## config.mk

```make
export PLATFORM = sky130hd
export DESIGN_NAME = bram_fifo_stream_reader
export DESIGN_NICKNAME = d
export VERILOG_FILES = /design/src/rtl/fetchflare_fifo_pkg.sv /design/src/rtl/bram_fifo_rd_skid.sv /design/src/rtl/bram_fifo_stream_reader.sv
export SDC_FILE = /design/constraint.sdc
export NUM_CORES = 1
export LEC_CHECK = 0
export BUFFER_PORTS_ARGS = -buffer_cell sky130_fd_sc_hd__buf_4
export CORE_MARGIN = 3
export CORE_UTILIZATION = 40
export CTS_BUF_LIST = sky130_fd_sc_hd__clkbuf_4
export DETAILED_ROUTE_END_ITERATION = 8
export PLACE_DENSITY_LB_ADDON = 0.15
export SYNTH_ARGS = -nofsm -noshare
export SYNTH_HDL_FRONTEND = slang
export SYNTH_HIERARCHICAL = 1
export SYNTH_SLANG_ARGS = --single-unit
```

## constraint.sdc

```tcl
create_clock -name clk -period 2.3 [get_ports clk]
set_input_delay 0.115 -clock clk [delete_from_list [all_inputs] [get_ports clk]]
set_output_delay 0.115 -clock clk [all_outputs]
set_load 0.02 [all_outputs]
```

## src/rtl/fetchflare_fifo_pkg.sv

```systemverilog
// ---------------------------------------------------------------------------
// fetchflare_fifo_pkg
// Shared sizing helpers for the BRAM FIFO read-side logic.
//   log2c        : ceil(log2(value)), never less than 1 (usable as a width)
//   occ_width    : bits needed to hold an occupancy of 0..depth
//   credit_width : bits needed to hold occupancy + one in-flight word
// Default parameter values for the stream reader are kept here as well.
// ---------------------------------------------------------------------------
package fetchflare_fifo_pkg;

    localparam int DEFAULT_DW        = 160;
    localparam int DEFAULT_BUF_DEPTH = 2;
    localparam int DEFAULT_CNT_W     = 32;

    function automatic int log2c(input int value);
        int result;
        result = 1;
        while ((1 << result) < value) begin
            result = result + 1;
        end
        return result;
    endfunction

    function automatic int occ_width(input int depth);
        return log2c(depth + 1);
    endfunction

    // Occupancy can reach depth while a word is still returning from the
    // FIFO, so the credit sum needs room for depth + 1.
    function automatic int credit_width(input int depth);
        return log2c(depth + 2);
    endfunction

endpackage

```

## src/rtl/bram_fifo_rd_skid.sv

```systemverilog
// ---------------------------------------------------------------------------
// bram_fifo_rd_skid
// Small circular output buffer for the stream reader.
// Ports:
//   clk, reset   : clock, asynchronous active-low reset
//   push         : write push_data at the tail this cycle
//   push_data    : word to store
//   pop          : head entry consumed this cycle
//   flush        : clear head, tail and occupancy at the next edge
//   head_data    : registered head entry (no path from push_data)
//   occ          : current number of stored words
// The caller guarantees push never happens when the buffer is full.
// ---------------------------------------------------------------------------
module bram_fifo_rd_skid
    import fetchflare_fifo_pkg::*;
#(
    parameter int DW    = DEFAULT_DW,
    parameter int DEPTH = DEFAULT_BUF_DEPTH,
    parameter int OCC_W = occ_width(DEFAULT_BUF_DEPTH)
) (
    input  logic             clk,
    input  logic             reset,
    input  logic             push,
    input  logic [DW-1:0]    push_data,
    input  logic             pop,
    input  logic             flush,
    output logic [DW-1:0]    head_data,
    output logic [OCC_W-1:0] occ
);

    localparam int PTR_W = log2c(DEPTH);
    localparam logic [PTR_W-1:0] LAST_PTR = PTR_W'(DEPTH - 1);

    logic [PTR_W-1:0] head_q, head_d;
    logic [PTR_W-1:0] tail_q, tail_d;
    logic [OCC_W-1:0] occ_q, occ_d;
    logic [DW-1:0]    mem_q [DEPTH];
    logic [DW-1:0]    mem_d [DEPTH];

    function automatic logic [PTR_W-1:0] ptr_inc(input logic [PTR_W-1:0] ptr);
        return (ptr == LAST_PTR) ? '0 : ptr + PTR_W'(1);
    endfunction

    always_comb begin
        head_d = head_q;
        tail_d = tail_q;
        occ_d  = occ_q;
        mem_d  = mem_q;
        if (flush) begin
            head_d = '0;
            tail_d = '0;
            occ_d  = '0;
        end else begin
            if (push) begin
                mem_d[tail_q] = push_data;
                tail_d        = ptr_inc(tail_q);
            end
            if (pop) begin
                head_d = ptr_inc(head_q);
            end
            occ_d = occ_q + OCC_W'(push) - OCC_W'(pop);
        end
    end

    always_ff @(posedge clk or negedge reset) begin
        if (!reset) begin
            head_q <= '0;
            tail_q <= '0;
            occ_q  <= '0;
            for (int i = 0; i < DEPTH; i++) begin
                mem_q[i] <= '0;
            end
        end else begin
            head_q <= head_d;
            tail_q <= tail_d;
            occ_q  <= occ_d;
            mem_q  <= mem_d;
        end
    end

    assign head_data = mem_q[head_q];
    assign occ       = occ_q;

endmodule

```

## src/rtl/bram_fifo_stream_reader.sv

```systemverilog
// ---------------------------------------------------------------------------
// bram_fifo_stream_reader
// Drains a BRAM FIFO with a 1-cycle registered dout and re-presents the
// words as a valid/ready stream, sustaining one word per cycle.
// Ports:
//   clk, reset   : clock, asynchronous active-low reset
//   flush        : drop buffered and in-flight words (synchronous)
//   fifo_empty   : FIFO empty flag
//   fifo_dout    : FIFO read data, valid the cycle after fifo_rd_en
//   fifo_rd_en   : FIFO read strobe (combinational)
//   m_valid/m_data/m_ready : output stream
//   buf_occ      : output buffer occupancy
//   xfer_cnt     : delivered-word counter
// Optional feature: define FETCHFLARE_RD_STATS_EN to build the xfer_cnt
// counter (wraps, cleared only by reset). Otherwise xfer_cnt is 0.
// ---------------------------------------------------------------------------
module bram_fifo_stream_reader
    import fetchflare_fifo_pkg::*;
#(
    parameter int DW        = DEFAULT_DW,
    parameter int BUF_DEPTH = DEFAULT_BUF_DEPTH,
    parameter int CNT_W     = DEFAULT_CNT_W
) (
    input  logic                             clk,
    input  logic                             reset,
    input  logic                             flush,
    input  logic                             fifo_empty,
    input  logic [DW-1:0]                    fifo_dout,
    output logic                             fifo_rd_en,
    output logic                             m_valid,
    output logic [DW-1:0]                    m_data,
    input  logic                             m_ready,
    output logic [occ_width(BUF_DEPTH)-1:0]  buf_occ,
    output logic [CNT_W-1:0]                 xfer_cnt
);

    localparam int OCC_W = occ_width(BUF_DEPTH);
    localparam int CR_W  = credit_width(BUF_DEPTH);
    localparam logic [CR_W-1:0] DEPTH_C = CR_W'(BUF_DEPTH);

    logic            inflight_q, inflight_d;
    logic            pop;
    logic            push;
    logic [CR_W-1:0] credit;

    assign m_valid = (buf_occ != '0);
    assign pop     = m_valid & m_ready;
    // A word returning during a flush is discarded on purpose.
    assign push    = inflight_q & ~flush;

    // Credit counts stored words plus the word still coming back from the
    // FIFO, minus the one leaving this cycle. pop implies buf_occ >= 1, so
    // the subtraction cannot underflow. Reset gates the strobe so the FIFO
    // sees no read while this block is held in reset.
    always_comb begin
        credit     = CR_W'(buf_occ) + CR_W'(inflight_q) - CR_W'(pop);
        fifo_rd_en = reset & ~fifo_empty & ~flush & (credit < DEPTH_C);
        inflight_d = fifo_rd_en;
    end

    always_ff @(posedge clk or negedge reset) begin
        if (!reset) begin
            inflight_q <= 1'b0;
        end else begin
            inflight_q <= inflight_d;
        end
    end

    bram_fifo_rd_skid #(
        .DW    (DW),
        .DEPTH (BUF_DEPTH),
        .OCC_W (OCC_W)
    ) u_skid (
        .clk       (clk),
        .reset     (reset),
        .push      (push),
        .push_data (fifo_dout),
        .pop       (pop),
        .flush     (flush),
        .head_data (m_data),
        .occ       (buf_occ)
    );

`ifdef FETCHFLARE_RD_STATS_EN
    logic [CNT_W-1:0] xfer_cnt_q, xfer_cnt_d;

    // Flush does not touch the counter: words popped are already delivered.
    always_comb begin
        xfer_cnt_d = xfer_cnt_q;
        if (pop) begin
            xfer_cnt_d = xfer_cnt_q + CNT_W'(1);
        end
    end

    always_ff @(posedge clk or negedge reset) begin
        if (!reset) begin
            xfer_cnt_q <= '0;
        end else begin
            xfer_cnt_q <= xfer_cnt_d;
        end
    end

    assign xfer_cnt = xfer_cnt_q;
`else
    assign xfer_cnt = '0;
`endif

endmodule

```

=== Word-level counts from Yosys, hierarchy flattened ===
Cells that the tools add are included.
Widths: inputs -> output; s select.

* Bits in registers: 325
* Output and inout bits: 196

* Add/sub/neg operators: 6
* Order comparisons: 4
* Multiplexer cells: 13
* Bitwise operators: 9
* Reductions and logical operators: 5

{| class="wikitable"
|+ Operator list
! kind !! number
|-
| $mux 160 || 4
|-
| $bwmux 320 || 1
|-
| $demux 160 s1 || 1
|-
| $mux 1 || 6
|-
| $reduce_bool 2->1 || 3
|-
| $and 1x1->1 || 5
|-
| $add 2x1->2 || 2
|-
| $ge 2x2->1 const B || 2
|-
| $not 1->2 || 2
|-
| $sub 2x1->2 || 2
|-
| $add 1x1->1 const B || 2
|-
| $lt 2x1->1 const B || 1
|-
| $lt 2x2->1 const B || 1
|-
| $mux 2 || 1
|-
| $not 1->1 || 2
|-
| $reduce_and 2->1 || 1
|-
| $logic_and 1x1->1 || 1
|}

=== Logic depth before layout (Yosys ltp) ===
Gate-level depths: netlist of the first run.

* Depth after elaboration: 6
* Mapped depth: 7
* Mapped depth without buffers: 7

=== Hierarchy ===
The synthesis of the first run kept the hierarchy.

{| class="wikitable"
|+ By module, submodules not included
! module !! area each (µm²) !! times used !! seq. area each (µm²) !! cells an instance
|-
| bram_fifo_rd_skid || 13928.4 || 1 || 8107.8 || 869
|-
| bram_fifo_stream_reader || 340.3 || 1 || 25.0 || 43
|}

=== Worst setup path after synthesis of the first run ===
No wires, ideal clock.

* Path type: register to register
* Start: register u_skid.occ_q[1], in the netlist u_skid/occ[1]
* End: register inflight_q
* Data required time: 2.120 ns
* Library setup time: 0.180 ns
* Arrival time: 2.052 ns
* Stages on the path, launching flop included: 7
* Path slack: 0.068 ns
* Clock period less this slack: 2.232 ns
* Path buffers: 0
* Path through: dfrtp_1 or2_2 and2_1 ha_1 nor2b_1 xnor2_1 nor4b_2

* Cells in the longest elaborated chain, start to end: 5
* Elaborated cells on any way between the ends: 6

{| class="wikitable"
|+ RTL lines
! element !! line !! source
|-
| start, declared || bram_fifo_rd_skid.sv:36 || <nowiki>logic [OCC_W-1:0] occ_q, occ_d;</nowiki>
|-
| start signal, assigned || bram_fifo_rd_skid.sv:69 || <nowiki>occ_q <= '0;</nowiki>
|-
| start signal, assigned || bram_fifo_rd_skid.sv:76 || <nowiki>occ_q <= occ_d;</nowiki>
|-
| $reduce_bool 2->1 || bram_fifo_stream_reader.sv:46 || <nowiki>assign m_valid = (buf_occ != '0);</nowiki>
|-
| net m_valid || bram_fifo_stream_reader.sv:30 || <nowiki>output logic m_valid,</nowiki>
|-
| $and 1x1->1 || bram_fifo_stream_reader.sv:47 || <nowiki>assign pop = m_valid & m_ready;</nowiki>
|-
| net pop || bram_fifo_stream_reader.sv:42 || <nowiki>logic pop;</nowiki>
|-
| $sub 2x1->2 || bram_fifo_stream_reader.sv:56 || <nowiki>credit = CR_W'(buf_occ) + CR_W'(inflight_q) - CR_W'(pop);</nowiki>
|-
| $lt 2x2->1 || bram_fifo_stream_reader.sv:57 || <nowiki>fifo_rd_en = reset & ~fifo_empty & ~flush & (credit < DEPTH_C);</nowiki>
|-
| $and 1x1->1 || bram_fifo_stream_reader.sv:57 ||
|-
| net fifo_rd_en || bram_fifo_stream_reader.sv:29 || <nowiki>output logic fifo_rd_en,</nowiki>
|-
| end signal, assigned || bram_fifo_stream_reader.sv:65 || <nowiki>inflight_q <= inflight_d;</nowiki>
|-
| end, declared || bram_fifo_stream_reader.sv:41 || <nowiki>logic inflight_q, inflight_d;</nowiki>
|}

The timed path passes the listed nets, and every way through them passes these cells.
A chain may end at the register's enable or synchronous reset.

=== Final worst setup path of the first run ===
* Start: register u_skid.occ_q[0], in the netlist u_skid/occ[0]
* End: output fifo_rd_en

* Cells in the longest elaborated chain, start to end: 5
* Elaborated cells on any way between the ends: 6

{| class="wikitable"
|+ RTL lines
! element !! line
|-
| $reduce_bool 2->1 || bram_fifo_stream_reader.sv:46
|-
| $and 1x1->1 || bram_fifo_stream_reader.sv:47
|-
| net pop || bram_fifo_stream_reader.sv:42
|-
| $sub 2x1->2 || bram_fifo_stream_reader.sv:56
|-
| $lt 2x2->1 || bram_fifo_stream_reader.sv:57
|-
| $and 1x1->1 || bram_fifo_stream_reader.sv:57
|-
| end, declared || bram_fifo_stream_reader.sv:29
|}

The timed path passes the listed nets, and every way through them passes these cells.

==> Implementation_results.wiki, run 1 <==
{| class="wikitable"
! Metric !! Value
|-
| Result of the run || complete, but fails checks
|-
| Failing checks || negative setup slack
|-
| Most area-consuming cells after synthesis || dfrtp_1 (57%), mux2_2 (37%), buf_4 (2.8%)
|-
| Post-route DRC || 0
|-
| Detail-routed via count per cell || between 4 and 5
|-
| Post-layout min period || around 2.5 ns
|-
| Die outline width || 195 um
|-
| Residual overflow from global routing || 0
|-
| Overall die area || about 38000 um^2
|-
| Slew Limit Headroom || 0.419
|-
| Initial cell density of the core || 0.409
|-
| Final design utilization || 0.605
|-
| Half-perimeter wire length after placement || between 20000 and 25000 um
|-
| Worst clock skew || 0.0243 ns
|-
| Minimum hold slack || 0.0623 ns
|-
| Clock buffers created by TritonCTS || 91
|-
| Maximum ir drop on the vdd rail || 742 uV
|-
| Buffers & Inverters on Critical Path || 1
|-
| Cell class contributing the biggest share of worst-path delay || simple AND/OR/NAND/NOR gates
|-
| Count of synthesis-stage warnings from yosys || 6
|-
| Ratio of cells with drive above 1 in the final layout || 0.643
|-
| Share of the synthesized area in the top cell type || 0.570
|-
| Clock root cell || clkbuf_4
|-
| Number of antenna violations at the first check in global routing || 2
|-
| PnR worst setup slack || -0.224 ns
|-
| Worst stage delay on the critical path || 0.37 ns
|-
| Clock Latency Late Sink || 0.73 ns
|-
| First-pass GRT wire length || 56600 um
|-
| CTS tree || yes
|-
| Arrival @ worst endpoint || 2.41 ns
|-
| Top achievable clock speed || 396 MHz
|-
| Number of distinct library cells after synthesis || 18
|-
| Final cycle utilization of the critical path || 1.10
|-
| Cells after Synth || 912
|-
| Footprint of the multi-input gates || 5760 um^2
|-
| Post-route non-filler standard cell count || 2012
|-
| Iter 0 DRT Violations || 280
|-
| Post-synthesis sequential area ratio || 0.570
|-
| Mean cell area of the mapped netlist || 15.6 um^2
|-
| Yosys reg bits || 325
|-
| Slew of the pin with the lowest slew margin || 0.872 ns
|-
| CTS clk-pin slew, worst paths || roughly 0.060 ns
|-
| Crit path required time || 2.18 ns
|-
| Core Area || 34900 um^2
|-
| I/O pin count || between 300 and 400
|-
| Cell chain of the critical path || or2_4, and2_4, ha_4, xnor2_2, xnor2_1, nor4b_2, buf_4
|-
| Via count of the first global-routing pass || 10.6k
|-
| Setup repair after global routing missed its margin || yes
|-
| Final Total Pwr || 0.0269 W
|-
| Number of vias after detailed routing || 9468
|-
| Synth Cell Area || 14300 um^2
|-
| Total length of routed wires || 36800 um
|-
| Setup crit start kind || flip-flop
|-
| H-tree Lvls || 3
|-
| Total negative setup slack || -0.224 ns
|-
| Total power divided by cell area || 1280 nW/um^2
|-
| Number of clock sinks seen by CTS || 325
|-
| Final net count || 1658
|-
| Area leader, netlist || dfrtp_1
|-
| Standard cell with the maximum stage delay on the critical path || dfrtp_1
|-
| Global placer's final weighted congestion || just over 0.7
|-
| Maximum net fanout on the critical path || 2
|-
| Die Ht || 195 um
|-
| Number of buffers inserted by port buffering || ~330
|-
| Pre-antenna DRT Iters || 6
|-
| Total routing resource utilization after global routing || 0.185
|-
| Dpl cells || 1657
|-
| Fill cell instance count of the final layout || 2781
|-
| FF/Latch Area || 8140 um^2
|-
| Setup Viol. Count Final || 1
|-
| Area delta synth->final || 47.9%
|-
| Capturing element type of the critical path || primary output
|-
| Number of max-slew violations in the final report || 0
|-
| Static leakage || approximately 10 nW
|-
| Hold WC Path Type || input port to async pin
|-
| Maximum number of buffers from clock root to sink || 3
|-
| Largest net degree at the start of global routing || between 100 and 150
|-
| Max Cap Violations || 0
|-
| Critical path class || flip-flop to primary output
|-
| Row cnt || a little under 70
|-
| Post-route antenna net violation count || 0
|-
| Hold violation total from the final report || 0
|-
| Wire length per cell || 18.3 um
|}
## metrics by stage
| step | area (um^2) | worst slack, ns |
|---|---|---|
| global route | 21100 | -0.448 |
| CTS | 20600 | -0.402 |
| finish | 21100 | -0.224 |
| global placement | 17200 | 0.299 |
| detailed placement | 17200 | 0.245 |
| floorplan | 14400 | 0.0683 |
## kinds of logic (layout without fill, tap and decap cells)
family | count (synthesis) | count (layout) | share of synthesized area
multiplexers | 480 | 480 | 0.379
buffers and inverters | 87 | 697 | 0.0390
XOR/XNOR | 5 | 5 | 0.00403
other | 1 | 36 | 0.000263
flip-flops | 325 | 325 | 0.570
adder cells (fa/ha/maj) | 3 | 3 | 0.00263
AND/OR/NAND/NOR | 11 | 11 | 0.00526
## Yosys cell counts (all sizes together)
| cell type | n |
|---|---|
| mux2 | 480 |
| dfrtp | 325 |
| buf | 78 |
| clkbuf | 6 |
| nor2 | 4 |
| xnor2 | 4 |
| ha | 3 |
| inv | 3 |
| nor2b | 2 |
| and2 | 1 |
| conb | 1 |
| nand3b | 1 |
| nor3b | 1 |
| nor4b | 1 |
| or2 | 1 |
| xnor3 | 1 |
## flip-flops by register name, summed over array words and instances, names as in the netlist
| register | flops |
|---|---|
| inflight_q | 1 |
| u_skid/occ | 2 |
| u_skid/head_q | 1 |
| u_skid/tail_q | 1 |
| u_skid/mem_q | 320 |
## worst paths after layout
check,from,slack [ns],to,depth (start not counted)
setup / recovery,u_skid/occ[0],-0.22,fifo_rd_en,7
hold / removal,reset,0.06,u_skid/mem_q[172],3
setup reg to reg,u_skid/occ[0],0.16,inflight_q,7
hold reg to reg,u_skid/mem_q[199],0.48,u_skid/mem_q[199],1
max in group asynchronous,reset,1.28,u_skid/head_q,4
min in group clk,fifo_dout[149],0.16,u_skid/mem_q[149],3
## cell type report
| cell class | instances | share of cell area |
|---|---|---|
| sequential | 325 | 0.386 |
| multi-input combinational | 531 | 0.273 |
| timing repair buffer | 538 | 0.259 |
| clock buffer | 145 | 0.0516 |
| tap | 455 | 0.0270 |
| clock inverter | 11 | 0.00338 |
| inverter | 3 | 0.000534 |
| antenna | 4 | 0.000474 |
## tightest hold or removal path: stages
cell	delay, ns
dlygate4sd3_1	0.56
buf_8	0.16
buf_12	0.44
## routing by layer
layer  global-route usage  wire (um)  vias up
met4               0.0570        598        0
met2                0.295      17600      266
met5                    0          0        -
li1                     -          -     4409
met1                0.241      16300     4743
met3               0.0581       2250       50
## cell usage in the layout (no fill, tap or decap), types with 7 or more instances in the layout
cell	netlist	final
mux2_1	10	10
clkbuf_4	0	145
mux2_2	470	463
mux2_4	0	7
dfrtp_1	325	324
buf_4	53	214
clkinv_1	0	7
buf_6	0	120
conb_1	1	32
buf_8	0	7
buf_12	0	14
clkbuf_16	0	7
dlygate4sd3_1	0	166
buf_16	0	10
## report_power, final
group          internal (W)  switching, W
logic               0.00742       0.00597
registers           0.00745      0.000790
clock network       0.00293       0.00234
## what timing repair did
| action | CTS | global route |
|---|---|---|
| hold buffers | 166 | 0 |
| hold endpoints to repair | 650 | 0 |
| gates cloned | 7 | 9 |
| endpoints found under the setup margin | 148 | 139 |
| buffers inserted | 12 | 2 |
| pin swaps | 5 | 1 |
| gates resized for setup | 82 | 80 |
No activity file was read; power rests on OpenSTA's default activity.
==> run 2, diff against run 1 <==
--- a/config.mk
+++ b/config.mk
@@ -11,4 +11,5 @@
 export CTS_BUF_LIST = sky130_fd_sc_hd__clkbuf_4
 export DETAILED_ROUTE_END_ITERATION = 8
+export MAX_ROUTING_LAYER = met4
 export PLACE_DENSITY_LB_ADDON = 0.15
 export SYNTH_ARGS = -nofsm -noshare
==> constraint.sdc (replaced) <==
create_clock -name clk -period 2.3 [get_ports clk]
set_input_delay 0.345 -clock clk [delete_from_list [all_inputs] [get_ports clk]]
set_output_delay 0.345 -clock clk [all_outputs]
set_load 0.02 [all_outputs]
==> run 2 against run 1 <==
Effect of this change: the flow still finishes with violations (negative setup slack); register-to-register slack got worse by 0.11 ns; via count increased by 3.1%; core utilization is 2.3 points higher; first-iteration DRC count decreased by 5.4%; clock-buffer cell count decreased by 8; clock skew grew 0.0030 ns; critical path type unchanged; critical endpoint unchanged; largest power group unchanged.
==> Implementation_results.wiki, run 2 (synthesis gave the netlist of run 1 again) <==
{| class="wikitable"
! Metric !! Value
|-
| Post-layout min period || 2.76 ns
|-
| Most common cell after layout, fill and taps aside || mux2_2
|-
| Die Ht || roughly 190 um
|-
| Ratio of cells with drive above 1 in the final layout || 0.649
|-
| Clock buffers created by TritonCTS || 90
|-
| First-pass GRT wire length || 61600 um
|-
| Largest net degree at the start of global routing || 144
|-
| Post-route antenna net violation count || 0
|-
| Setup crit start kind || flip-flop
|-
| Met1 capacity usage during global routing || 0.265
|-
| Clock Latency Late Sink || 0.75 ns
|-
| Total length of routed wires || 38700 um
|-
| Max Cap Violations || 0
|-
| Overall die area || 38000 um^2
|-
| Wire length per cell || around 19 um
|-
| Register bank with the most flops || u_skid/mem_q
|-
| Final net count || 1686
|-
| Area delta synth->final || 53.4%
|-
| H-tree Lvls || 3
|-
| Pre-antenna DRT Iters || 4
|-
| Global placer's final weighted congestion || 0.736
|-
| Number of max-slew violations in the final report || 0
|-
| Final cycle utilization of the critical path || 1.20
|-
| Slew Limit Headroom || 0.447
|-
| Footprint of the multi-input gates || 5880 um^2
|-
| Total routing resource utilization after global routing || 0.211
|-
| Number of buffers inserted by port buffering || around 330
|-
| Fraction of met2 tracks used by global routing || 0.333
|-
| Worst clock skew || 0.0274 ns
|-
| Row cnt || 68
|-
| Initial cell density of the core || 0.409
|-
| Setup repair after global routing missed its margin || yes
|-
| Largest register FFs || 320
|-
| Hold WC Path Type || input port to flip-flop
|-
| Number of antenna violations at the first check in global routing || 2
|-
| Maximum net fanout on the critical path || 2
|-
| Fill cell instance count of the final layout || 2634
|-
| Arrival @ worst endpoint || 2.41 ns
|-
| Worst stage delay on the critical path || between 0.3 and 0.4 ns
|-
| CTS clk-pin slew, worst paths || 0.06 ns
|-
| Commonest cells after routing, fill and taps aside || mux2_2 (435), dfrtp_1 (324), buf_4 (183), dlygate4sd3_1 (165), buf_6 (162)
|-
| Cell class contributing the biggest share of worst-path delay || simple AND/OR/NAND/NOR gates
|-
| Static leakage || 10.6 nW
|-
| Clock root cell || clkbuf_4
|-
| Capturing element type of the critical path || primary output
|-
| Number of clock sinks seen by CTS || 325
|-
| Cell chain of the critical path || or2_4, and2_4, ha_4, nor2b_4, xnor2_2, nor4b_4, buf_4
|-
| Total negative setup slack || -24.77 ns
|-
| Standard cell with the maximum stage delay on the critical path || dfrtp_1
|-
| Die outline width || ~190 um
|-
| Total power divided by cell area || ~1300 nW/um^2
|-
| Core Area || 34900 um^2
|-
| Dpl cells || 1665
|-
| Via count of the first global-routing pass || 10.9k
|-
| Slew of the pin with the lowest slew margin || 0.829 ns
|-
| I/O pin count || 361
|-
| FF/Latch Area || 8140 um^2
|-
| Post-route non-filler standard cell count || just over 2k
|-
| Final Total Pwr || 0.0285 W
|-
| Crit path required time || 1.96 ns
|-
| PnR worst setup slack || -0.455 ns
|-
| Failing checks || negative setup slack
|-
| Setup Viol. Count Final || 161
|-
| Residual overflow from global routing || 0
|-
| Critical path class || flip-flop to primary output
|-
| Hold violation total from the final report || 0
|-
| Result of the run || complete, but fails checks
|-
| Global route hottest layer || met2
|-
| Buffers & Inverters on Critical Path || 1
|-
| Half-perimeter wire length after placement || 21900 um
|-
| Iter 0 DRT Violations || 265
|-
| Met3 track demand over resource || 0.0595
|-
| Maximum number of buffers from clock root to sink || 3
|-
| Number of vias after detailed routing || 9760
|-
| CTS tree || yes
|-
| Maximum ir drop on the vdd rail || about 860 uV
|-
| Top achievable clock speed || 363 MHz
|-
| Post-route DRC || 0
|-
| Detail-routed via count per cell || 4.80
|}
[run 2: changes by cell type in the layout (fill, tap and decap cells not counted), moves of 5 or more]
cell,change
buf_16,+17
clkbuf_16,-5
mux2_4,+28
clkbuf_4,-8
buf_12,+8
buf_4,-31
buf_6,+42
mux2_2,-28
[run 2: path summary, 6_finish.rpt]
check                                   from                end  slack, ns  cells past startpoint
min                                  m_ready      u_skid/head_q       0.15                      5
max reg2reg                    u_skid/occ[0]         inflight_q       0.05                      8
min reg2reg                u_skid/mem_q[197]  u_skid/mem_q[197]       0.49                      1
min in group asynchronous              reset  u_skid/mem_q[181]       0.38                      3
max in group asynchronous              reset  u_skid/mem_q[210]       1.26                      3
max                            u_skid/occ[0]         fifo_rd_en      -0.46                      7
[run 2: metal layers]
| metal | wire, um | share of wire |
|---|---|---|
| met5 | 0 | 0 |
| met4 | 810 | 0.021 |
| met1 | 16800 | 0.43 |
| met3 | 2230 | 0.058 |
| met2 | 18800 | 0.49 |
[run 2: repair_timing]
action / 4_1_cts / 5_1_grt
gates cloned: 29 / 2
hold buffers: 165 / 0
hold endpoints to repair: 650 / 0
gates resized for setup: 249 / 17
pin swaps: 5 / 1
setup endpoints to repair: 161 / 161
setup buffers: 22 / 3
[run 2: cell type report]
cell class,count,area share
inverter,3,0.000514
antenna,3,0.000343
timing repair buffer,567,0.282
tap,455,0.0260
clock buffer,137,0.0470
clock inverter,13,0.00360
sequential,325,0.372
multi-input combinational,531,0.269
[run 2: worst min-delay path, delay by kind of cell]
family	cells	cell delay (ns)
and+or+nand+nor	2	0.23
xor gates and xnor gates	1	0.07
buffers and inverters	2	0.19
[run 2: report_power, final]
part	internal (W)	leakage [nW]	total, W	switching [W]
logic	0.00863	5.68	0.0150	0.00641
clock network	0.00279	0.670	0.00517	0.00238
registers	0.00745	4.23	0.00828	0.000830
total	0.0189	10.6	0.0285	0.00962
[run 2: per-stage QoR]
step / setup WS [ns] / area (um^2) / util / hold slack (ns)
5_1_grt: -0.599 / 21900 / 0.627 / 0.0686
3_3_place_gp: 0.139 / 17200 / 0.493 / 0.160
4_1_cts: -0.584 / 21900 / 0.627 / 0.0360
6_report: -0.455 / 21900 / 0.627 / 0.151
3_5_place_dp: 0.112 / 17200 / 0.493 / 0.160
2_1_floorplan: 0.00916 / 14400 / - / 0.0494
==> run 3, diff against run 2 <==
- clock period: 2.3 -> 3.2 ns (I/O delays scaled with it)
==> run 3 against run 2 <==
Effect of this change: the run now ends clean; clock power is 26% lower; register-to-register slack better by 0.95 ns; power down 38%; design area fell by 8.8%; setup slack gained 0.70 ns; critical endpoint unchanged.
==> Implementation_results.wiki, run 3 (synthesis gave the netlist of run 1 again) <==
{| class="wikitable"
! Metric !! Value
|-
| Result of the run || completed
|-
| Top achievable clock speed || 339 MHz
|-
| Fraction of met2 tracks used by global routing || 0.277
|-
| Number of buffers inserted by port buffering || 328
|-
| Post-route non-filler standard cell count || 1987
|-
| Largest register FFs || 320
|-
| Final cycle utilization of the critical path || 0.922
|-
| Wire length per cell || around 17 um
|-
| Number of vias after detailed routing || 9260
|-
| Half-perimeter wire length after placement || between 20000 and 25000 um
|-
| First-pass GRT wire length || between 50000 and 60000 um
|-
| Area after DPL || 17100 um^2
|-
| Commonest cells after routing, fill and taps aside || mux2_2 (470), buf_4 (334), dfrtp_1 (324), dlygate4sd3_1 (164), clkbuf_4 (142)
|-
| Static leakage || 9.78 nW
|-
| Maximum number of buffers from clock root to sink || 3
|-
| Number of max-slew violations in the final report || 0
|-
| Critical path class || flip-flop to primary output
|-
| Dpl cells || 1656
|-
| Startpoint of the worst setup timing path || u_skid/occ[1]
|-
| Clock buffers created by TritonCTS || 90
|-
| Post-layout min period || 2.95 ns
|-
| Capturing element type of the critical path || primary output
|-
| Overall die area || 38000 um^2
|-
| Total length of routed wires || 33200 um
|-
| Total routing resource utilization after global routing || 0.179
|-
| Met3 track demand over resource || 0.0562
|-
| Area of all placed cells without fillers || 20000 um^2
|-
| Core Area || between 30000 and 40000 um^2
|-
| Residual overflow from global routing || 0
|-
| Number of clock sinks seen by CTS || 325
|-
| I/O pin count || 361
|-
| Total power divided by cell area || 886 nW/um^2
|-
| Detail-routed via count per cell || 4.66
|-
| Most common cell after layout, fill and taps aside || mux2_2
|-
| Pre-antenna DRT Iters || 4
|-
| Slew Limit Headroom || 0.362
|-
| Area delta synth->final || 39.9%
|-
| Register bank with the most flops || u_skid/mem_q
|-
| Slew of the pin with the lowest slew margin || around 0.96 ns
|-
| Maximum net fanout on the critical path || 3
|-
| Post-route DRC || 0
|-
| Die outline width || 195 um
|-
| Post-route antenna net violation count || 0
|-
| CTS tree || yes
|-
| R2R Path Start || u_skid/occ[1]
|-
| Via count of the first global-routing pass || about 10k
|-
| Met1 capacity usage during global routing || 0.226
|-
| Worst clock skew || 0.0239 ns
|-
| CTS clk-pin slew, worst paths || approximately 0.07 ns
|-
| Setup crit start kind || flip-flop
|-
| Launch point of the worst hold path || m_ready
|-
| Hold WC Path Type || input port to flip-flop
|-
| Maximum ir drop on the vdd rail || between 500 and 600 uV
|-
| Initial cell density of the core || 0.409
|-
| Global route hottest layer || met2
|-
| Row cnt || 68
|-
| Final net count || 1626
|-
| Die Ht || 195 um
|-
| Hold violation total from the final report || 0
|-
| Global placer's final weighted congestion || 0.742
|-
| Largest net degree at the start of global routing || 166
|-
| H-tree Lvls || 3
|-
| Crit path required time || 2.72 ns
|-
| Arrival @ worst endpoint || 2.47 ns
|-
| Clock root cell || clkbuf_4
|-
| Fill cell instance count of the final layout || 2926
|-
| Max Cap Violations || 0
|-
| Final design utilization || 0.572
|-
| Iter 0 DRT Violations || between 200 and 300
|-
| Ratio of cells with drive above 1 in the final layout || 0.632
|-
| Number of antenna violations at the first check in global routing || 2
|-
| Clock Latency Late Sink || just over 0.7 ns
|-
| Setup Viol. Count Final || 0
|}
[run 3: worst max-delay path, stage by stage, from the launching register on]
cell	delay (ns)
dfrtp_1	0.39
or2_4	0.25
and2_4	0.15
ha_1	0.28
nor2b_2	0.12
xnor2_1	0.08
nor4b_2	0.26
buf_4	0.20
[run 3: area by class of cell]
type                       instances  area (um^2)  area share
antenna                            4         10.0    0.000502
clock buffer                     142         1070      0.0534
clock inverter                    20          131     0.00658
inverter                           3         11.3    0.000564
multi-input combinational        531         5710       0.286
sequential                       325         8140       0.408
tap                              455          569      0.0285
timing repair buffer             507         4320       0.217
[run 3: worst paths after layout]
path / endpoint / slack (ns) / cells past startpoint
max: fifo_rd_en / 0.25 / 7
min: u_skid/head_q / 0.16 / 4
max reg2reg: inflight_q / 1.00 / 7
min reg2reg: u_skid/mem_q[194] / 0.48 / 1
max in group asynchronous: u_skid/mem_q[218] / 1.78 / 3
min in group asynchronous: u_skid/mem_q[12] / 0.22 / 2
[run 3: power by group]
group          internal [W]  switching, W
sequential          0.00535      0.000643
clock               0.00216       0.00168
combinational       0.00411       0.00374
[run 3: routing by layer]
metal	vias up	routed length, um
met3	46	2000
met2	256	16000
met5	-	0
met4	0	615
met1	4606	14600
li1	4352	-
[run 3: timing repair]
| item | in CTS | in global routing |
|---|---|---|
| endpoints found under the setup margin | 1 | 1 |
| resized for setup | 2 | 1 |
| pin swaps | 3 | 3 |
| hold buffers | 164 | 0 |
| endpoints found under the hold margin | 348 | 0 |
| setup buffers | 1 | 0 |
[run 3: through the flow]
step	setup slack, ns	power (W)	hold slack [ns]	TNS (ns)
floorplan	0.668	0.0107	0.184	0
global placement	0.844	0.0137	0.340	0
detailed placement	0.811	0.0138	0.344	0
CTS	0.0381	0.0180	0.0345	0
global route	-0.00301	0.0188	0.0439	-0.00301
finish	0.249	0.0177	0.159	0
